File: config.mk
export PLATFORM = sky130hd
export DESIGN_NAME = inst_buffer_flat
export DESIGN_NICKNAME = d
export VERILOG_FILES = /design/src/rtl/inst_buffer_if.sv /design/src/rtl/inst_buffer.sv /design/src/flat_wrapper.sv
export SDC_FILE = /design/constraint.sdc
export NUM_CORES = 1
export LEC_CHECK = 0
export ABC_AREA = 1
export CORE_MARGIN = 2
export CORE_UTILIZATION = 45
export CTS_CLUSTER_DIAMETER = 150
export DETAILED_ROUTE_END_ITERATION = 7
export PLACE_DENSITY = 0.64
export SLEW_MARGIN = 40
export SYNTH_ARGS = -nofsm -noshare
export SYNTH_HDL_FRONTEND = slang
export SYNTH_SLANG_ARGS = --single-unit
File: constraint.sdc
create_clock -name clk -period 7.5 [get_ports clk]
set_input_delay 1.125 -clock clk [delete_from_list [all_inputs] [get_ports clk]]
set_output_delay 1.125 -clock clk [all_outputs]
set_load 0.05 [all_outputs]
File: src/rtl/inst_buffer_if.sv
// Fetch-to-decode bundle interface for inst_buffer.
// master = fetch/decode side driving bundles and ready; slave = the buffer.
interface inst_buffer_if #(
    parameter int unsigned PIPE_WIDTH    = 2,
    parameter int unsigned CPU_ADDR_BITS = 32,
    parameter int unsigned CPU_INST_BITS = 32
);
    logic                                      if_val;
    logic [PIPE_WIDTH-1:0]                     if_mask;
    logic [PIPE_WIDTH-1:0][CPU_ADDR_BITS-1:0]  if_pcs;
    logic [PIPE_WIDTH-1:0][CPU_INST_BITS-1:0]  if_insts;
    logic                                      ibuf_rdy;
    logic                                      decode_rdy;
    logic [PIPE_WIDTH-1:0][CPU_ADDR_BITS-1:0]  inst_pcs;
    logic [PIPE_WIDTH-1:0][CPU_INST_BITS-1:0]  insts;
    logic                                      fetch_val;

    modport master (
        output if_val, if_mask, if_pcs, if_insts, decode_rdy,
        input  ibuf_rdy, inst_pcs, insts, fetch_val
    );

    modport slave (
        input  if_val, if_mask, if_pcs, if_insts, decode_rdy,
        output ibuf_rdy, inst_pcs, insts, fetch_val
    );
endinterface

File: src/rtl/inst_buffer.sv
// Two-wide compacting instruction FIFO between fetch and decode (show-ahead).
// Optional same-cycle bypass when empty: define IBUF_BYPASS_EN.
module inst_buffer #(
    parameter int unsigned DEPTH         = 8,
    parameter int unsigned PIPE_WIDTH    = 2,
    parameter int unsigned CPU_ADDR_BITS = 32,
    parameter int unsigned CPU_INST_BITS = 32
) (
    input  logic           clk,
    input  logic           rst_n,
    input  logic           flush,
    inst_buffer_if.slave   bus
);
    localparam int unsigned PW = $clog2(DEPTH);
    typedef logic [PW:0]              ptr_t;
    typedef logic [PW-1:0]            idx_t;
    typedef logic [CPU_ADDR_BITS-1:0] pc_t;
    typedef logic [CPU_INST_BITS-1:0] inst_t;

    localparam ptr_t DEPTH_P = ptr_t'(DEPTH);
    localparam pc_t  PC_STEP = pc_t'(4);

    pc_t   pc_mem   [DEPTH];
    inst_t inst_mem [DEPTH];

    ptr_t  head, tail, count, free_slots, n_enq, n_deq;
    idx_t  head_idx, head_nxt_idx, tail_idx, tail_nxt_idx;
    logic  rdy, s_val, s_two, wr, deq, bypass, byp_take;

    pc_t   c_pc0, c_pc1;
    inst_t c_inst0, c_inst1;

    assign count        = tail - head;
    assign free_slots   = DEPTH_P - count;
    assign rdy          = (free_slots >= ptr_t'(2));
    assign head_idx     = head[PW-1:0];
    assign head_nxt_idx = head_idx + idx_t'(1);
    assign tail_idx     = tail[PW-1:0];
    assign tail_nxt_idx = tail_idx + idx_t'(1);
    assign s_val        = (count != '0);
    assign s_two        = (count >= ptr_t'(2));

    // A lone valid slot (mask 01 or 10) is shifted down into slot 0.
    always_comb begin
        c_pc0   = bus.if_mask[0] ? bus.if_pcs[0]   : bus.if_pcs[1];
        c_inst0 = bus.if_mask[0] ? bus.if_insts[0] : bus.if_insts[1];
        c_pc1   = (bus.if_mask == 2'b11) ? bus.if_pcs[1]   : c_pc0 + PC_STEP;
        c_inst1 = (bus.if_mask == 2'b11) ? bus.if_insts[1] : '0;
    end

`ifdef IBUF_BYPASS_EN
    assign bypass = (count == '0) && !flush;
`else
    assign bypass = 1'b0;
`endif
    assign byp_take = bypass && bus.decode_rdy;

    assign wr    = bus.if_val && rdy && !flush && !byp_take;
    assign n_enq = wr ? (ptr_t'(bus.if_mask[0]) + ptr_t'(bus.if_mask[1])) : '0;
    assign deq   = bus.decode_rdy && s_val;
    assign n_deq = !deq ? '0 : (s_two ? ptr_t'(2) : ptr_t'(1));

    assign bus.ibuf_rdy = rdy;

    always_comb begin
        bus.fetch_val   = 1'b0;
        bus.inst_pcs    = '0;
        bus.insts       = '0;
        if (bypass) begin
            if (bus.if_val && (bus.if_mask != '0)) begin
                bus.fetch_val   = 1'b1;
                bus.inst_pcs[0] = c_pc0;
                bus.insts[0]    = c_inst0;
                bus.inst_pcs[1] = c_pc1;
                bus.insts[1]    = c_inst1;
            end
        end else if (s_val) begin
            bus.fetch_val   = 1'b1;
            bus.inst_pcs[0] = pc_mem[head_idx];
            bus.insts[0]    = inst_mem[head_idx];
            bus.inst_pcs[1] = s_two ? pc_mem[head_nxt_idx] : pc_mem[head_idx] + PC_STEP;
            bus.insts[1]    = s_two ? inst_mem[head_nxt_idx] : '0;
        end
    end

    // Storage is not reset; only the pointers define what is live.
    always_ff @(posedge clk) begin
        if (wr && (bus.if_mask != '0)) begin
            pc_mem[tail_idx]   <= c_pc0;
            inst_mem[tail_idx] <= c_inst0;
            if (bus.if_mask == 2'b11) begin
                pc_mem[tail_nxt_idx]   <= bus.if_pcs[1];
                inst_mem[tail_nxt_idx] <= bus.if_insts[1];
            end
        end
    end

    always_ff @(posedge clk or negedge rst_n) begin
        if (!rst_n) begin
            head <= '0;
            tail <= '0;
        end else if (flush) begin
            head <= '0;
            tail <= '0;
        end else begin
            head <= head + n_deq;
            tail <= tail + n_enq;
        end
    end
endmodule

File: src/flat_wrapper.sv
// flat-port wrapper written by rule: the top's interface ports become plain ports
module inst_buffer_flat 
#(
    parameter int unsigned DEPTH         = 8,
    parameter int unsigned PIPE_WIDTH    = 2,
    parameter int unsigned CPU_ADDR_BITS = 32,
    parameter int unsigned CPU_INST_BITS = 32
)
  (clk, rst_n, flush, bus_if_val, bus_if_mask, bus_if_pcs, bus_if_insts, bus_decode_rdy, bus_ibuf_rdy, bus_inst_pcs, bus_insts, bus_fetch_val);
  inst_buffer_if #(.PIPE_WIDTH(PIPE_WIDTH), .CPU_ADDR_BITS(CPU_ADDR_BITS), .CPU_INST_BITS(CPU_INST_BITS)) bus_i ();
  input  logic clk;
  input  logic rst_n;
  input  logic flush;
  input wire logic [$bits(bus_i.if_val)-1:0] bus_if_val;
  input wire logic [$bits(bus_i.if_mask)-1:0] bus_if_mask;
  input wire logic [$bits(bus_i.if_pcs)-1:0] bus_if_pcs;
  input wire logic [$bits(bus_i.if_insts)-1:0] bus_if_insts;
  input wire logic [$bits(bus_i.decode_rdy)-1:0] bus_decode_rdy;
  output wire logic [$bits(bus_i.ibuf_rdy)-1:0] bus_ibuf_rdy;
  output wire logic [$bits(bus_i.inst_pcs)-1:0] bus_inst_pcs;
  output wire logic [$bits(bus_i.insts)-1:0] bus_insts;
  output wire logic [$bits(bus_i.fetch_val)-1:0] bus_fetch_val;
  assign bus_i.if_val = bus_if_val;
  assign bus_i.if_mask = bus_if_mask;
  assign bus_i.if_pcs = bus_if_pcs;
  assign bus_i.if_insts = bus_if_insts;
  assign bus_i.decode_rdy = bus_decode_rdy;
  assign bus_ibuf_rdy = bus_i.ibuf_rdy;
  assign bus_inst_pcs = bus_i.inst_pcs;
  assign bus_insts = bus_i.insts;
  assign bus_fetch_val = bus_i.fetch_val;
  inst_buffer #(.DEPTH(DEPTH), .PIPE_WIDTH(PIPE_WIDTH), .CPU_ADDR_BITS(CPU_ADDR_BITS), .CPU_INST_BITS(CPU_INST_BITS)) u_core (.clk(clk), .rst_n(rst_n), .flush(flush), .bus(bus_i));
endmodule
Word level (Yosys, flattened, before mapping). Memory sizes are Yosys's and may differ from the RTL's. Cells that the tools add are included.

Eq/ne operators: 1. Reductions and logical operators: 7. Mux-type cells: 17. Add/subtract/negate cells: 8. Magnitude comparators: 2.

Operator list (count): $mux W32 (4); $mux W64 (2); $add A32 B3 Y32 const B (1); $mux W4 (4); $add A4 B4 Y4 (2); $ge A4 B2 Y1 const B (2); $add A3 B1 Y3 const B (2); $mux W1 (6); $logic_and A1 B1 Y1 (4); $reduce_bool A4 Y1 (1); $sub A4 B4 Y4 (1); $sub A4 B4 Y4 const A (1); $add A1 B1 Y2 (1); $eq A2 B2 Y1 const B (1); $mux W2 (1); $reduce_bool A2 Y1 (1); $logic_not A1 Y1 (1).

Bits in registers: 8. Memories: 2. Bits in writable memories: 512. Bits of input ports: 135.

Memory list: u_core.inst_mem (words 8, width 32, read ports 2, clocked after memory_dff 0, wr ports 2, line inst_buffer.sv:24) `inst_t inst_mem [DEPTH];`; u_core.pc_mem (words 8, width 32, read ports 2, clocked after memory_dff 0, wr ports 2, line inst_buffer.sv:23) `pc_t pc_mem [DEPTH];`.

Depth between registers and ports, before layout.
Word-level depth: 8. Gate-level depth with buffers: 22.

Least setup slack after synthesis. OpenSTA, ideal clock, no wires.

Path kind: reg-to-reg. Start point: reg u_core.head[2]. End point: mem u_core.inst_mem[0][0] (netlist name) (enable). Required time: 6926 ps. Slack: -460 ps. Buffers on the path: 3. Clock period less this slack: 7960 ps. Stages on the path, launching flop included: 15. Data arrival time: 7386 ps. Library setup time: 574 ps. Cells stage by stage: dfrtp_1 -> inv_1 -> clkbuf_1 -> clkbuf_1 -> buf_1 -> ha_1 -> a21oi_1 -> nand2_1 -> xor2_1 -> xor2_1 -> nand2_2 -> nand2_2 -> nor2_4 -> nand3_1 -> o21ai_0.

RTL lines: from (decl) (line inst_buffer.sv:26) `ptr_t head, tail, count, free_slots, n_enq, n_deq;`; from (signal assigned) (line inst_buffer.sv:106) `head <= head + n_deq;`; to (decl) (line inst_buffer.sv:24).

Worst setup path in the final report.
Start point: reg u_core.tail[0]. End point: out bus_inst_pcs[45].

Word-level cells in the longest chain between the ends: 4.

Ends and longest elaborated chain: from (decl) (line inst_buffer.sv:26); from (signal assigned) (line inst_buffer.sv:107) `tail <= tail + n_enq;`; $sub A4 B4 Y4 * (line inst_buffer.sv:33) `assign count = tail - head;`; $ge A4 B2 Y1 (line inst_buffer.sv:41) `assign s_two = (count >= ptr_t'(2));`; $mux W32 (line inst_buffer.sv:81) `bus.inst_pcs[1] = s_two ? pc_mem[head_nxt_idx] : pc_mem[head_idx] + PC_STEP;`; $mux W64 * (line inst_buffer.sv:77) `end else if (s_val) begin`; to (decl) (line flat_wrapper.sv:20) `output wire logic [$bits(bus_i.inst_pcs)-1:0] bus_inst_pcs;`.

Mark *: on every way between the ends. The rest lies on a longest branch, timed or not.

==> impl_metrics.yaml <==
logic_synthesis:
  synthesis.nets: 4919
  synth.yosys.warnings: 0
  yosys.cell_types.count: 45
  netlist.area_leader.share_pct: 44.5
  synth_area_leader_cell: "edfxtp_1"
  ys_seq_area_share_pct: 45.1
  syn_area_per_cell_sq_um: 7.24
  ys_seq_elements: 520
  ys_top_cells_by_area: "edfxtp_1, nand2_1, a21oi_1"
  syn_inst: 4767
  synth_area_sq_um: 34500
timing:
  finalCritPeriodShare_pct: 94.9
  tightest_slew_ns: 0.934
  finClkSkew_ns: 0.0157
  whs_ns: 0.568
  relSlewSlack_pct: 37.5
  drv_slew: 0
  finalCriticalPeriod_ns: 7.12
  finalSetupViolCount: 0
  setup_tns_ns: 0
  fmax_ghz: 0.141
  rsz0062_at_grt: "false"
  hold_viol: 0
power:
  leakage_nw: 17.0
  vdd_drop_max_mv: 0.685
  powerDensity_nw_per_um2: 504
critical_path:
  r2r-end: "u_core.inst_mem[0][24]"
  worstRegToRegCells: 14
  crit_path_start_kind: "flop"
  end_kind: "primary output"
  required_ns: 6.38
  critPathKind: "flop to primary output"
  critPathArrivalTime_ns: 5.99
  critical_path.max_fanout: 11
  r2r_start: "u_core.tail[0]"
  r2r_slack_ns: 1.64
clock_tree:
  cts_hold_buf: 0
  cts_buffers: 58
  cts_root_buf: "clkbuf_16"
  clock_path_buffers: 3
  clk_pin_slew_ns: 0.06
  htreeDepth: 2
  cts_resized: 0
  cts_setup_buffers: 0
  clock_latency_ns: 0.66
  clkSinkCount: 520
  cts_tree: "yes"
grt:
  grt_util_all_layers_pct: 33.2
  grt_max_degree: 188
  grt_pass1_wl_um: 196000
  grt_pass1_vias: 31600
  grt.overflow.total: 0
  antenna_found_initial: 1
floorplanning:
  start_util_pct: 45.5
  fp.coreArea_sq_um: 75900
  die_y_um: 281
  num_rows: 101
  die_area_sq_um: 78900
  ioPinCount: 265
  die_w_um: 281
hold_path:
  min-delay-start: "u_core.head[3]"
  hold_class: "flop to flop"
  hold_end: "u_core.head[3]"
  holdPathStages: 2
run_status:
  status: "complete, no violations"
placed_design:
  dpl.cell_count: 5735
  gp_congestion: 0.918
  dp_hpwl_um: 75300
  io_buffers: 264
route:
  ant_nets: 0
  routed_via_density: 5.82
  first_pass_iters: 6
  vias: 34000
  wl_per_cell_um: 22.9
  drc: 0
  drt_iter0_markers: 4512
  wl_um: 134000
final_layout:
  syn2layout_area_growth_pct: 13.6
  drive_gt1_share_pct: 4.17
  layoutNonFillerInstCount: 5846
  utilization_pct: 51.6
  nets: 4918
flow_run:
  cap_violations: 0
## Yosys cell counts (all sizes together)
master	number
a211oi	37
a21oi	318
a221oi	58
a22oi	32
a31oi	32
a32o	13
and2	1
buf	272
clkbuf	125
clkinv	3
dfrtp	8
edfxtp	512
fa	3
ha	14
inv	164
nand2	2436
nand3	187
nand3b	2
nand4	2
nor2	261
nor3	2
nor3b	1
o211ai	33
o21ai	199
o21bai	1
o221ai	13
o22ai	5
o31ai	16
o32a	2
or2	2
xnor2	9
xor2	4
## power by group
| part | switching, mW | internal [mW] | leakage [nW] |
|---|---|---|---|
| Combinational | 9.71 | 3.63 | 11.4 |
| Sequential | 0.132 | 3.41 | 4.75 |
| Clock | 1.25 | 1.65 | 0.908 |
| Total | 11.1 | 8.68 | 17.0 |
## layer usage
metal  routed length, um  up-vias  global-route usage [%]
met1               50500    15700                    43.6
met4                6350        2                    15.3
met3               16100      414                    6.00
li1                    -    15700                       -
met5                  13        -                       0
met2               60800     2219                    53.3
## layout by cell type (no fill, tap or decap), drive strengths merged, types with 8 or more instances in the layout
cell           instances
a21oi                318
inv                  166
a32o                  13
nand3                187
a211oi                37
nand2               2436
buf                   73
o221ai                13
a31oi                 32
a22oi                 32
nor2                 261
a221oi                58
clkbuf                73
clkdlybuf4s50        263
xnor2                  9
edfxtp               512
dfrtp                  8
clkinv                28
o31ai                 16
o211ai                33
ha                    14
o21ai                199
## worst max-delay path, stage by stage (launching register included)
cell             delay, ns
dfrtp_1               0.75
clkinv_1              0.61
ha_1                  0.43
fa_1                  0.55
inv_1                 0.06
ha_1                  0.21
nand3b_1              0.23
nor2_1                0.75
inv_1                 0.34
o21ai_0               0.33
o21ai_0               0.18
inv_1                 0.09
clkdlybuf4s50_1       0.81
## cell families after synthesis
group,after synthesis,synth area share [%]
buffers and inverters,564,8.14
flip-flops,520,45.1
XOR/XNOR,13,0.330
adder cells (fa/ha/maj),17,0.681
AND/OR/NAND/NOR,2894,32.7
AO/OA/AOI/OAI,759,13.0
## state kept, by name, summed over array words and instances, names as in the netlist
name / count
u_core.head: 4
u_core.inst_mem: 256
u_core.tail: 4
u_core.pc_mem: 256
## worst max path at each step
stage                   start                     to  slack (ns)  cells after the start
2_1_floorplan  u_core.head[2]  u_core.inst_mem[0][0]       -0.46                     14
3_3_place_gp   u_core.tail[0]       bus_inst_pcs[45]        1.33                     12
3_5_place_dp   u_core.tail[0]       bus_inst_pcs[45]        1.23                     12
4_1_cts        u_core.tail[0]       bus_inst_pcs[45]        0.53                     12
5_1_grt        u_core.tail[0]       bus_inst_pcs[45]        0.28                     12
6_report       u_core.tail[0]       bus_inst_pcs[45]        0.38                     12
## cell type report
type | count | area [sq um]
well taps | 1030 | 1290
fillers | 7239 | 36700
multi-input cells | 3683 | 16300
flip-flops and latches | 520 | 15600
clock inverters | 36 | 339
clock buffers | 73 | 1530
inverters | 167 | 657
diodes | 1 | 2.50
repair buffers | 336 | 3490
## metrics by stage
stage / setup slack (ns) / power (mW) / area (sq um)
after global routing: 0.283 / 20.5 / 39200
final: 0.385 / 19.8 / 39200
after CTS: 0.528 / 19.6 / 39200
after global placement: 1.33 / 16.6 / 37000
after floorplan: -0.460 / 12.2 / 34500
after detailed placement: 1.23 / 16.7 / 37300
(Power assumes the default switching activity.)
